### src/rtl/fetch_decode_pkg.sv
// Shared types for the 4-bit CPU front end: stage encoding, decoded
// operation set, architectural register struct and the opcode decoder.
package fetch_decode_pkg;

  // Instruction stages. Each instruction walks FETCH -> DECODE -> EXECUTE.
  typedef enum logic [1:0] {
    FETCH   = 2'd0,
    DECODE  = 2'd1,
    EXECUTE = 2'd2
  } stage_e;

  // Raw opcode nibbles as they appear in rom_data[7:4].
  localparam logic [3:0] OP_ADD_A_IMM = 4'b0000;
  localparam logic [3:0] OP_MOV_A_B   = 4'b0001;
  localparam logic [3:0] OP_IN_A      = 4'b0010;
  localparam logic [3:0] OP_MOV_A_IMM = 4'b0011;
  localparam logic [3:0] OP_MOV_B_A   = 4'b0100;
  localparam logic [3:0] OP_ADD_B_IMM = 4'b0101;
  localparam logic [3:0] OP_IN_B      = 4'b0110;
  localparam logic [3:0] OP_MOV_B_IMM = 4'b0111;
  localparam logic [3:0] OP_OUT_B     = 4'b1001;
  localparam logic [3:0] OP_OUT_IMM   = 4'b1011;
  localparam logic [3:0] OP_JNC_IMM   = 4'b1110;
  localparam logic [3:0] OP_JMP_IMM   = 4'b1111;

  // Decoded operations. Defined opcodes keep their nibble as the encoding;
  // NOP borrows 4'b1000, one of the nibbles that decodes to NOP anyway.
  typedef enum logic [3:0] {
    ADD_A_IMM = 4'b0000,
    MOV_A_B   = 4'b0001,
    IN_A      = 4'b0010,
    MOV_A_IMM = 4'b0011,
    MOV_B_A   = 4'b0100,
    ADD_B_IMM = 4'b0101,
    IN_B      = 4'b0110,
    MOV_B_IMM = 4'b0111,
    NOP       = 4'b1000,
    OUT_B     = 4'b1001,
    OUT_IMM   = 4'b1011,
    JNC_IMM   = 4'b1110,
    JMP_IMM   = 4'b1111
  } opecode_e;

  // Architectural state shared with the ALU (cur in, next out).
  typedef struct packed {
    logic [3:0] a;
    logic [3:0] b;
    logic [3:0] out;
    logic [3:0] pc;
    logic       carry;
  } regs_t;

  // Opcode nibble to operation; every unlisted nibble is a NOP.
  function automatic opecode_e opcode_decode(input logic [3:0] nibble);
    opecode_e op;
    case (nibble)
      OP_ADD_A_IMM: op = ADD_A_IMM;
      OP_MOV_A_B:   op = MOV_A_B;
      OP_IN_A:      op = IN_A;
      OP_MOV_A_IMM: op = MOV_A_IMM;
      OP_MOV_B_A:   op = MOV_B_A;
      OP_ADD_B_IMM: op = ADD_B_IMM;
      OP_IN_B:      op = IN_B;
      OP_MOV_B_IMM: op = MOV_B_IMM;
      OP_OUT_B:     op = OUT_B;
      OP_OUT_IMM:   op = OUT_IMM;
      OP_JNC_IMM:   op = JNC_IMM;
      OP_JMP_IMM:   op = JMP_IMM;
      default:      op = NOP;
    endcase
    return op;
  endfunction

endpackage

### src/rtl/fetch_decode_stage_sequencer.sv
// Stage FSM for the CPU front end. Advances one stage per tick, emits a
// one-cycle strobe for the register group owned by each stage, and latches
// the halt flag when the executing instruction is a self-jump.
// tick is a plain clock enable, not a handshake: nothing back-pressures it.
module fetch_decode_stage_sequencer
  import fetch_decode_pkg::*;
(
  input  logic   clk,
  input  logic   rst,
  input  logic   tick,
  input  logic   halt_req,
  output stage_e stage,
  output logic   halted,
  output logic   load_ir,
  output logic   load_decode,
  output logic   commit
);

  stage_e state_q;
  stage_e state_d;
  logic   halted_q;
  logic   halted_d;
  logic   advance;

  // Once halted the sequencer ignores tick entirely; only rst resumes it.
  assign advance = tick && !halted_q;
  assign stage   = state_q;
  assign halted  = halted_q;

  // Stage and halt flag registers; reset abandons any instruction in flight.
  always_ff @(posedge clk or posedge rst) begin
    if (rst) begin
      state_q  <= FETCH;
      halted_q <= 1'b0;
    end else begin
      state_q  <= state_d;
      halted_q <= halted_d;
    end
  end

  // Next stage, halt latch and per-stage load strobes.
  always_comb begin
    state_d     = state_q;
    halted_d    = halted_q;
    load_ir     = 1'b0;
    load_decode = 1'b0;
    commit      = 1'b0;
    case (state_q)
      FETCH: begin
        if (advance) begin
          load_ir = 1'b1;
          state_d = DECODE;
        end
      end
      DECODE: begin
        if (advance) begin
          load_decode = 1'b1;
          state_d     = EXECUTE;
        end
      end
      EXECUTE: begin
        if (advance) begin
          commit  = 1'b1;
          state_d = FETCH;
          // The self-jump still commits; halting only stops further stages.
          if (halt_req) begin
            halted_d = 1'b1;
          end
        end
      end
      default: begin
        state_d = FETCH;
      end
    endcase
  end

endmodule

### src/rtl/fetch_decode.sv
// CPU front end: holds the instruction register, the decoded operation and
// immediate, and the architectural registers. The ALU computes the next
// register state; this block only commits it at the end of EXECUTE and
// never touches the PC on its own.
module fetch_decode
  import fetch_decode_pkg::*;
#(
  parameter logic [3:0] RESET_PC         = 4'h0,
  parameter bit         HALT_ON_SELF_JMP = 1'b1
)(
  input  logic       clk,
  input  logic       rst,
  input  logic       tick,
  input  logic [7:0] rom_data,
  input  regs_t      alu_next,
  output logic [3:0] rom_addr,
  output stage_e     stage,
  output opecode_e   opecode,
  output logic [3:0] imm,
  output regs_t      regs,
  output logic [3:0] led_out,
  output logic       halted
);

  logic [7:0] ir_q;
  opecode_e   opecode_q;
  logic [3:0] imm_q;
  regs_t      regs_q;

  logic       halt_req;
  logic       load_ir;
  logic       load_decode;
  logic       commit;

  // A JNC to itself is deliberately excluded: it may fall through on carry.
  assign halt_req = HALT_ON_SELF_JMP && (opecode_q == JMP_IMM) &&
                    (imm_q == regs_q.pc);

  fetch_decode_stage_sequencer u_seq (
    .clk         (clk),
    .rst         (rst),
    .tick        (tick),
    .halt_req    (halt_req),
    .stage       (stage),
    .halted      (halted),
    .load_ir     (load_ir),
    .load_decode (load_decode),
    .commit      (commit)
  );

  // Instruction register captures the ROM byte at the FETCH -> DECODE edge.
  always_ff @(posedge clk or posedge rst) begin
    if (rst) begin
      ir_q <= 8'h00;
    end else if (load_ir) begin
      ir_q <= rom_data;
    end
  end

  // Decoded operation and immediate are updated at the DECODE -> EXECUTE edge
  // and stay stable through EXECUTE, which is what the ALU evaluates.
  always_ff @(posedge clk or posedge rst) begin
    if (rst) begin
      opecode_q <= NOP;
      imm_q     <= 4'h0;
    end else if (load_decode) begin
      opecode_q <= opcode_decode(ir_q[7:4]);
      imm_q     <= ir_q[3:0];
    end
  end

  // Architectural state changes only on the EXECUTE -> FETCH edge; alu_next
  // is undefined in the other stages and never sampled there.
  always_ff @(posedge clk or posedge rst) begin
    if (rst) begin
      regs_q.a     <= 4'h0;
      regs_q.b     <= 4'h0;
      regs_q.out   <= 4'h0;
      regs_q.pc    <= RESET_PC;
      regs_q.carry <= 1'b0;
    end else if (commit) begin
      regs_q <= alu_next;
    end
  end

  assign opecode  = opecode_q;
  assign imm      = imm_q;
  assign regs     = regs_q;
  assign rom_addr = regs_q.pc;
  assign led_out  = regs_q.out;

endmodule

### config.mk
export PLATFORM = sky130hd
export DESIGN_NAME = fetch_decode
export DESIGN_NICKNAME = d
export VERILOG_FILES = /design/src/rtl/fetch_decode_pkg.sv /design/src/rtl/fetch_decode_stage_sequencer.sv /design/src/rtl/fetch_decode.sv
export SDC_FILE = /design/constraint.sdc
export NUM_CORES = 1
export LEC_CHECK = 0
export CORE_UTILIZATION = 46
export DETAILED_ROUTE_END_ITERATION = 8
export GPL_TIMING_DRIVEN = 0
export PLACE_DENSITY = 0.84
export SYNTH_ARGS = -nofsm -noshare
export SYNTH_HDL_FRONTEND = slang
export SYNTH_SLANG_ARGS = --single-unit
### constraint.sdc
create_clock -name clk -period 2.9 [get_ports clk]
set_input_delay 0.435 -clock clk [delete_from_list [all_inputs] [get_ports clk]]
set_output_delay 0.435 -clock clk [all_outputs]
set_load 0.02 [all_outputs]
======== After elaboration in Yosys (flattened, before gate mapping) ========
Memories as Yosys holds them, arrays and structs flattened. A register that Yosys moved wholly into a read port is not among the register bits.
Index checks and enable logic that the tools add are counted.
operators by class
  equality and inequality tests ........... 7
  mux-type cells .......................... 8
  reductions and logical operators ........ 6
operator list
  cell                                                  count
  2-to-1 mux 2 bit                                      3
  != test 2 x 1 -> 1 bit (second input constant)        3
  case mux 2 bit (3 select lines)                       1
  AND reduction 3 bit                                   2
  equality test 4 bit                                   1
  equality test 4 bit (second input constant)           1
  2-to-1 mux 1 bit                                      4
  equality test 2 x 1 -> 1 bit (second input constant)  1
  equality test 2 bit (second input constant)           1
  logical AND 1 bit                                     2
  logical NOT 2 bit                                     1
  logical NOT 1 bit                                     1
storage, ports and cells
  bits in read-only memories .............. 64
  memories kept ........................... 1
  input bits .............................. 28
  flip-flop bits (word level) ............. 32
  output and inout port bits .............. 36
  word-level logic and storage cells ...... 31
memories
  name             words  width  read ports  clocked after memory_dff  write ports  line                    source
  (no name shown)  16     4      1           1                         0            fetch_decode_pkg.sv:56  case (nibble)

======== Depth between registers and ports, before layout ========
  depth after elaboration ................. 4
  depth in mapped cells ................... 4
  gate-level depth less buffers ........... 3

======== By module ========
From an unflattened synthesis, not the netlist that was laid out.
second synthesis, totals
  cell total of the unflattened synthesis .. 108
  area total of the unflattened synthesis .. 1571.5 um^2
by module, submodules not included
  module                        sequential area each (um^2)  area an instance (um^2)  cells an instance  times used
  fetch_decode                  827.0                        1421.4                   93                 1
  fetch_decode_stage_sequencer  75.1                         150.1                    15                 1

======== Least setup slack after synthesis ========
No wires, ideal clock.
  path type ............................... reg2reg
  start point ............................. register u_seq.state_q[0], in the netlist u_seq.stage[0]
  end point ............................... register regs_q (netlist bit led_out[0])
  period minus slack after synthesis ...... 1505 ps
  stages on the path, launching flop included .. 5
  path slack .............................. 1395 ps
  buffers on the path ..................... 1
  data arrival time ....................... 1380 ps
  data required time ...................... 2775 ps
  library setup time ...................... 125 ps
  cell sequence ........................... dfrtp_1 nand2b_2 nor2_8 buf_12 mux2_4
between the ends
  longest elaborated chain between the ends .. 2
RTL lines
  item                    line                                source
  from (decl)             fetch_decode_stage_sequencer.sv:19  stage_e state_q;
  from (signal assigned)  fetch_decode_stage_sequencer.sv:36  state_q <= state_d;
  equality test 2 bit     fetch_decode_stage_sequencer.sv:48  case (state_q)
  2-to-1 mux 1 bit        fetch_decode_stage_sequencer.sv:48
  to (signal assigned)    fetch_decode.sv:82                  regs_q <= alu_next;
  to (decl)               fetch_decode.sv:28                  regs_t regs_q;
No other way between the ends.
A chain may end at the register's enable or synchronous reset.

======== Worst setup path in the final report ========
  start point ............................. register opecode_q[3], in the netlist opecode[3]
  end point ............................... output port opecode[3]
RTL lines
  item         line                source
  from (decl)  fetch_decode.sv:26  opecode_e opecode_q;
  to (decl)    fetch_decode.sv:18  output opecode_e opecode,
No word-level cell between the ends.

==> metrics.md <==
| Metric | Value |
|---|---|
| DP HPWL | `2.43 mm` |
| Floorplan die height | `61.0 µm` |
| Setup TNS | `0 ns` |
| Tot GR Track Use | `18.2%` |
| Die width | `roughly 60 µm` |
| Final RePlAce weighted congestion | `about 0.73` |
| P_int | `1730 µW` |
| Largest net degree at the start of global routing | `37` |
| Total CTS buffers | `5` |
| Syn_nets | `133` |
| Die area | `3720 µm²` |
| Max Cap Violations | `0` |
| Crit Path Category | `register to output port` |
| Reg clk slew, reported paths | `0.10 ns` |
| Worst Path Buf+Inv | `1` |
| Minimum clock period | `1.92 ns` |
| Seq cells post-synth | `36` |
| DP Cell Count | `between 200 and 250` |
| Most frequent cells in the layout | `clkdlybuf4s50_1 (63), dfrtp_1 (35), mux2_2 (18)` |
| Cell taking the most area after synthesis | `dfrtp_1` |
| Fraction of layout cells with a size suffix above 1 | `30.1%` |
| Crit share post-route | `66.1%` |
| Setup bufs post-CTS | `0` |
| Setup WS pre-CTS | `0.870 ns` |
| DRT Wirelength | `3.12 mm` |
| Crit start category | `register` |
| Hold path cells | `1` |
| Power per cell area | `1150 nW/µm²` |
| Seq/Total Area, Yosys | `a little under three fifths` |
| CP max stage cell | `clkdlybuf4s50_1` |
| Slew Viols, Final | `0` |
| Drt via density | `4.72` |
| VDD IR max | `approximately 0.41 mV` |
| Worst hold endpoint | `regs[11]$_DFFE_PP0P_` |
| Worst flop-to-flop path endpoint | `regs[12]$_DFFE_PP0P_` |
| Critical Path RT | `about 2.5 ns` |
| Vias in the first global route | `1030` |
| Net switching power | `963 µW` |
| Most common cell after layout, fill and taps aside | `clkdlybuf4s50_1` |
| Syn avg cell area | `15.2 µm²` |
| Clk Latency, worst-skew pair | `between 0.3 and 0.4 ns` |
| Cells after Synth | `105` |
| Wire length of the first global-routing pass | `4.76 mm` |
| Clock share of power | `around a tenth` |
| Starting density of the core | `47.9%` |
| Synth area leaders | `dfrtp_1 (55%), mux2_2 (13%), mux2_4 (11%)` |
| Switching share of power | `35.8%` |
| Fin cells | `222` |
| CP endpoint kind | `output port` |
| Antenna Violating Nets Remaining | `0` |
| Grt ovf | `0` |
| Area Growth Syn to Fin | `46.7%` |
| Synth unique cells | `26` |
| YS warnings | `0` |
| # rows | `21` |
| DR WL/cell | `around 14 µm` |
| CTS max path bufs | `2` |
| Final setup violation count | `0` |
| Number of diodes | `0` |
| Drt drc | `0` |
| DR vias | `1047` |
| Reg2reg setup slack | `1.40 ns` |
| Clock root cell | `clkbuf_4` |
| HP Class | `register to register` |
| Max transition margin | `about half` |
| Status | `finished clean` |
| RSZ-0062 raised after global routing | `false` |
| Sink Count | `36` |
| IO buf count | `63` |
| CTS tree | `built` |
| CTS Hold Bufs | `0` |
| Clk_skew | `0.00651 ns` |
| Detailed Routing Iterations Pass 1 | `4` |
| Post-synth top area share | `54.8%` |
| Worst reg2reg path depth | `4` |
| Pleak | `0.00101 µW` |
| Worst-margin pin slew | `about 0.72 ns` |
| RR Startpoint | `u_seq.stage[0]$_DFFE_PP0P_` |
| Hold_sp | `regs[11]$_DFFE_PP0P_` |
| Maximum clock frequency | `522 MHz` |
| Post-route setup slack | `just under 1 ns` |
| Final worst hold slack | `0.517 ns` |
| Final Hold Vio Count | `0` |
| Maximum level of the CTS H-tree | `2` |
| Cells resized by post-CTS repair | `0` |
| Post-Route Utilization | `70.3%` |
| Cell family with most CP delay | `buffers and inverters` |
| CP Data Arrival Time | `1.48 ns` |
| Starting DRT DRC Count | `21` |
| # IOs | `64` |
| CORE AREA | `3340 µm²` |
| Worst Path Max Fanout | `3` |
| Initial antenna violation count | `0` |
| Mapped Area | `around 1600 µm²` |
| Nets | `203` |
| Seq pwr share | `36.0%` |
| Slowest stage delay, CP | `0.60 ns` |
| Cells along the critical path | `clkdlybuf4s50_1` |
| Comb power frac | `between 50% and 60%` |
power by group through the flow:
stage / clock network (µW) / registers (µW) / logic [µW]
2_1_floorplan: 0 / 1170 / 635
3_3_place_gp: 0 / 954 / 1440
3_5_place_dp: 0 / 981 / 1460
4_1_cts: 276 / 969 / 1470
5_1_grt: 298 / 1000 / 1550
6_report: 269 / 968 / 1450
metrics by stage:
| step | cell area (µm²) | total power [µW] |
|---|---|---|
| final | 2350 | 2690 |
| after global routing | 2350 | 2850 |
| after CTS | 2350 | 2710 |
| after detailed placement | 2290 | 2440 |
| after global placement | 2290 | 2390 |
| after floorplan | 1600 | 1800 |
cells in the mapped netlist:
master,number
o21ai_0,3
nand2b_4,1
a41o_1,1
buf_4,8
nand4_1,1
mux2_4,12
inv_1,6
xor2_1,2
nor2b_1,1
buf_12,1
nand3_1,1
mux2_2,18
nor2_1,1
xnor2_1,3
o21bai_1,1
nor3_4,1
and4bb_4,1
nand2b_2,1
dfstp_2,1
buf_6,1
nor2_8,1
o211ai_1,1
dfrtp_1,35
nor3_1,1
o311ai_1,1
nand2b_1,1
worst max-delay path by stage:
stage | slack, ns | cells after the start | end | startpoint
finish | 0.98 | 1 | opecode[3] | opecode[3]$_DFFE_PP1P_
global route | 0.92 | 2 | rom_addr[2] | rom_addr[2]$_DFFE_PP0P_
CTS | 0.96 | 2 | rom_addr[3] | rom_addr[3]$_DFFE_PP0P_
detailed placement | 0.87 | 2 | ir_q[4]$_DFFE_PP0P_ | rst
global placement | 0.93 | 2 | ir_q[7]$_DFFE_PP0P_ | rst
floorplan | 1.39 | 4 | led_out[0]$_DFFE_PP0P_ | u_seq.stage[0]$_DFFE_PP0P_
cell type report:
cell class	instances	area, µm²
fill	238	991
inverter	6	22.5
buffer	10	91.3
clock buffer	8	58.8
sequential	36	902
tap	46	57.6
multi-input combinational	53	583
timing repair buffer	63	631
layer usage:
metal  vias up  track usage (%)  wire length, µm
met2        39             30.5             1570
met1       508             22.5             1330
met5         -                0                0
li1        493                -                -
met4         0             6.82               48
met3         7             4.90              167
flip-flops by register name (all words and copies together) (netlist names):
register      cells
imm               4
ir_q              8
led_out           4
opecode           4
regs              9
rom_addr          4
u_seq.halted      1
u_seq.stage       2
cells by family (layout without fill, tap and decap cells):
logic type | Yosys count | after routing | synth area share (%)
DFF | 36 | 36 | 56.4
muxes | 30 | 30 | 23.9
buffers and inverters | 16 | 87 | 7.12
and+or+nand+nor | 11 | 11 | 6.73
AOI/OAI and AO/OA | 7 | 7 | 3.05
xor gates and xnor gates | 5 | 5 | 2.74
(Power assumes the default switching activity.)
==> patch: new RTL, same settings <==
Make the reset (`rst`) synchronous in 4 clocked blocks.
--- a/src/rtl/fetch_decode_stage_sequencer.sv
+++ b/src/rtl/fetch_decode_stage_sequencer.sv
@@ -29,5 +29,5 @@
 
   // Stage and halt flag registers; reset abandons any instruction in flight.
-  always_ff @(posedge clk or posedge rst) begin
+  always_ff @(posedge clk) begin
     if (rst) begin
       state_q  <= FETCH;
--- a/src/rtl/fetch_decode.sv
+++ b/src/rtl/fetch_decode.sv
@@ -50,5 +50,5 @@
 
   // Instruction register captures the ROM byte at the FETCH -> DECODE edge.
-  always_ff @(posedge clk or posedge rst) begin
+  always_ff @(posedge clk) begin
     if (rst) begin
       ir_q <= 8'h00;
@@ -60,5 +60,5 @@
   // Decoded operation and immediate are updated at the DECODE -> EXECUTE edge
   // and stay stable through EXECUTE, which is what the ALU evaluates.
-  always_ff @(posedge clk or posedge rst) begin
+  always_ff @(posedge clk) begin
     if (rst) begin
       opecode_q <= NOP;
@@ -72,5 +72,5 @@
   // Architectural state changes only on the EXECUTE -> FETCH edge; alu_next
   // is undefined in the other stages and never sampled there.
-  always_ff @(posedge clk or posedge rst) begin
+  always_ff @(posedge clk) begin
     if (rst) begin
       regs_q.a     <= 4'h0;
Formal check against the unedited RTL: differs if rst is asserted again (counterexample within 4 cycles, from zero or initial values and one cycle with rst high); with rst held inactive, the same outputs for 10 cycles.
==> patch against the unedited design <==
Cell area shrank 6.1%. Non-clock buffer count is 8 higher. Sequential cell count stayed put. Routed wire length rose by 8.5%. Synthesized area fell by 8.3%. Clock skew increased by 0.0066 ns. Maximum frequency decreased by 3.7%. Setup slack worse by 0.075 ns. Count of clock-buffer cells in the layout is 2 lower. Critical endpoint is now stage[1].
Power is not compared: it rests on default switching activity, and its combinational part moved more than twofold at a synthesized area within 25%.
==> patch: results (changes against the unedited design) <==
| Metric | Value |
|---|---|
| Net Count, Synth | 203 (was 133) |
| DR vias/cell | 4.834 (was 4.716) |
| Largest net degree at the start of global routing | 12 (was 37) |
| Tapcell Cnt | 44 (was 46) |
| Number of port buffers | 62 (was 63) |
| Setup crit start | u_seq.stage[1] (was opecode[3]) |
| Compound-Gate Fraction of Synth Area | 14.08% (was 3.052%) |
| Status | completed (unchanged) |
| WL final | 3.383 mm (was 3.119 mm) |
| Non-clk invs | 2 (was 6) |
| Worst path max stage delay | 0.68 ns (was 0.60 ns) |
| Seq area share | 32.71% (was 38.45%) |
| Seq/Total Area, Yosys | 49.15% (was 56.42%) |
| Critical R2R Launch | u_seq.stage[0] (unchanged) |
| DP Worst Slack | 0.9394 ns (was 0.8697 ns) |
| # nets final | 272 (was 203) |
| Hold path start | ir_q[1] (was regs[11]) |
| Clock network share of area | 2.783% (was 2.507%) |
| Vias in the first global route | 1245 (was 1030) |
| First-pass GRT wire length | 5.513 mm (was 4.761 mm) |
| Most used DFF post-synth | dfxtp_1 (was dfrtp_1) |
| Clock buf count | 6 (was 8) |
| Cell count after synthesis | 175 (was 105) |
| Post-Synth XOR/XNOR Area | 2.986% (was 2.739%) |
| Cell count after placement | 281 (was 214) |
| Multi-input gate count | 118 (was 53) |
| Top post-synthesis cells by count | nand2_1, dfxtp_1, a21oi_1 (was dfrtp_1, mux2_2, mux2_4) |
-- patch: changes by cell type in the layout (fill, tap and decap cells not counted), moves of 3 or more --
cell     unedited run  this run
a21oi_1             0        33
buf_2               0         4
dfrtp_1            35         0
dfxtp_1             0        36
inv_1               5         2
mux2_2             18         0
mux2_4             12         0
nand2_1             0        61
o21ai_0             3         0
-- patch: power by group --
group	internal, mW	switching, mW
clock network	0.115	0.162
logic	0.0788	0.0662
registers	0.512	0.0131
-- patch: path summary, 6_finish.rpt --
path,to,slack (ns),cells after the start
max reg2reg,ir_q[6],1.45,5
max,stage[1],0.91,1
min reg2reg,imm[1],0.46,2
min,imm[1],0.46,2
-- patch: metal layers --
metal	vias up	routed length, um
li1	707	-
met1	632	1514
met2	51	1618
met3	7	187
met4	0	62
met5	-	0
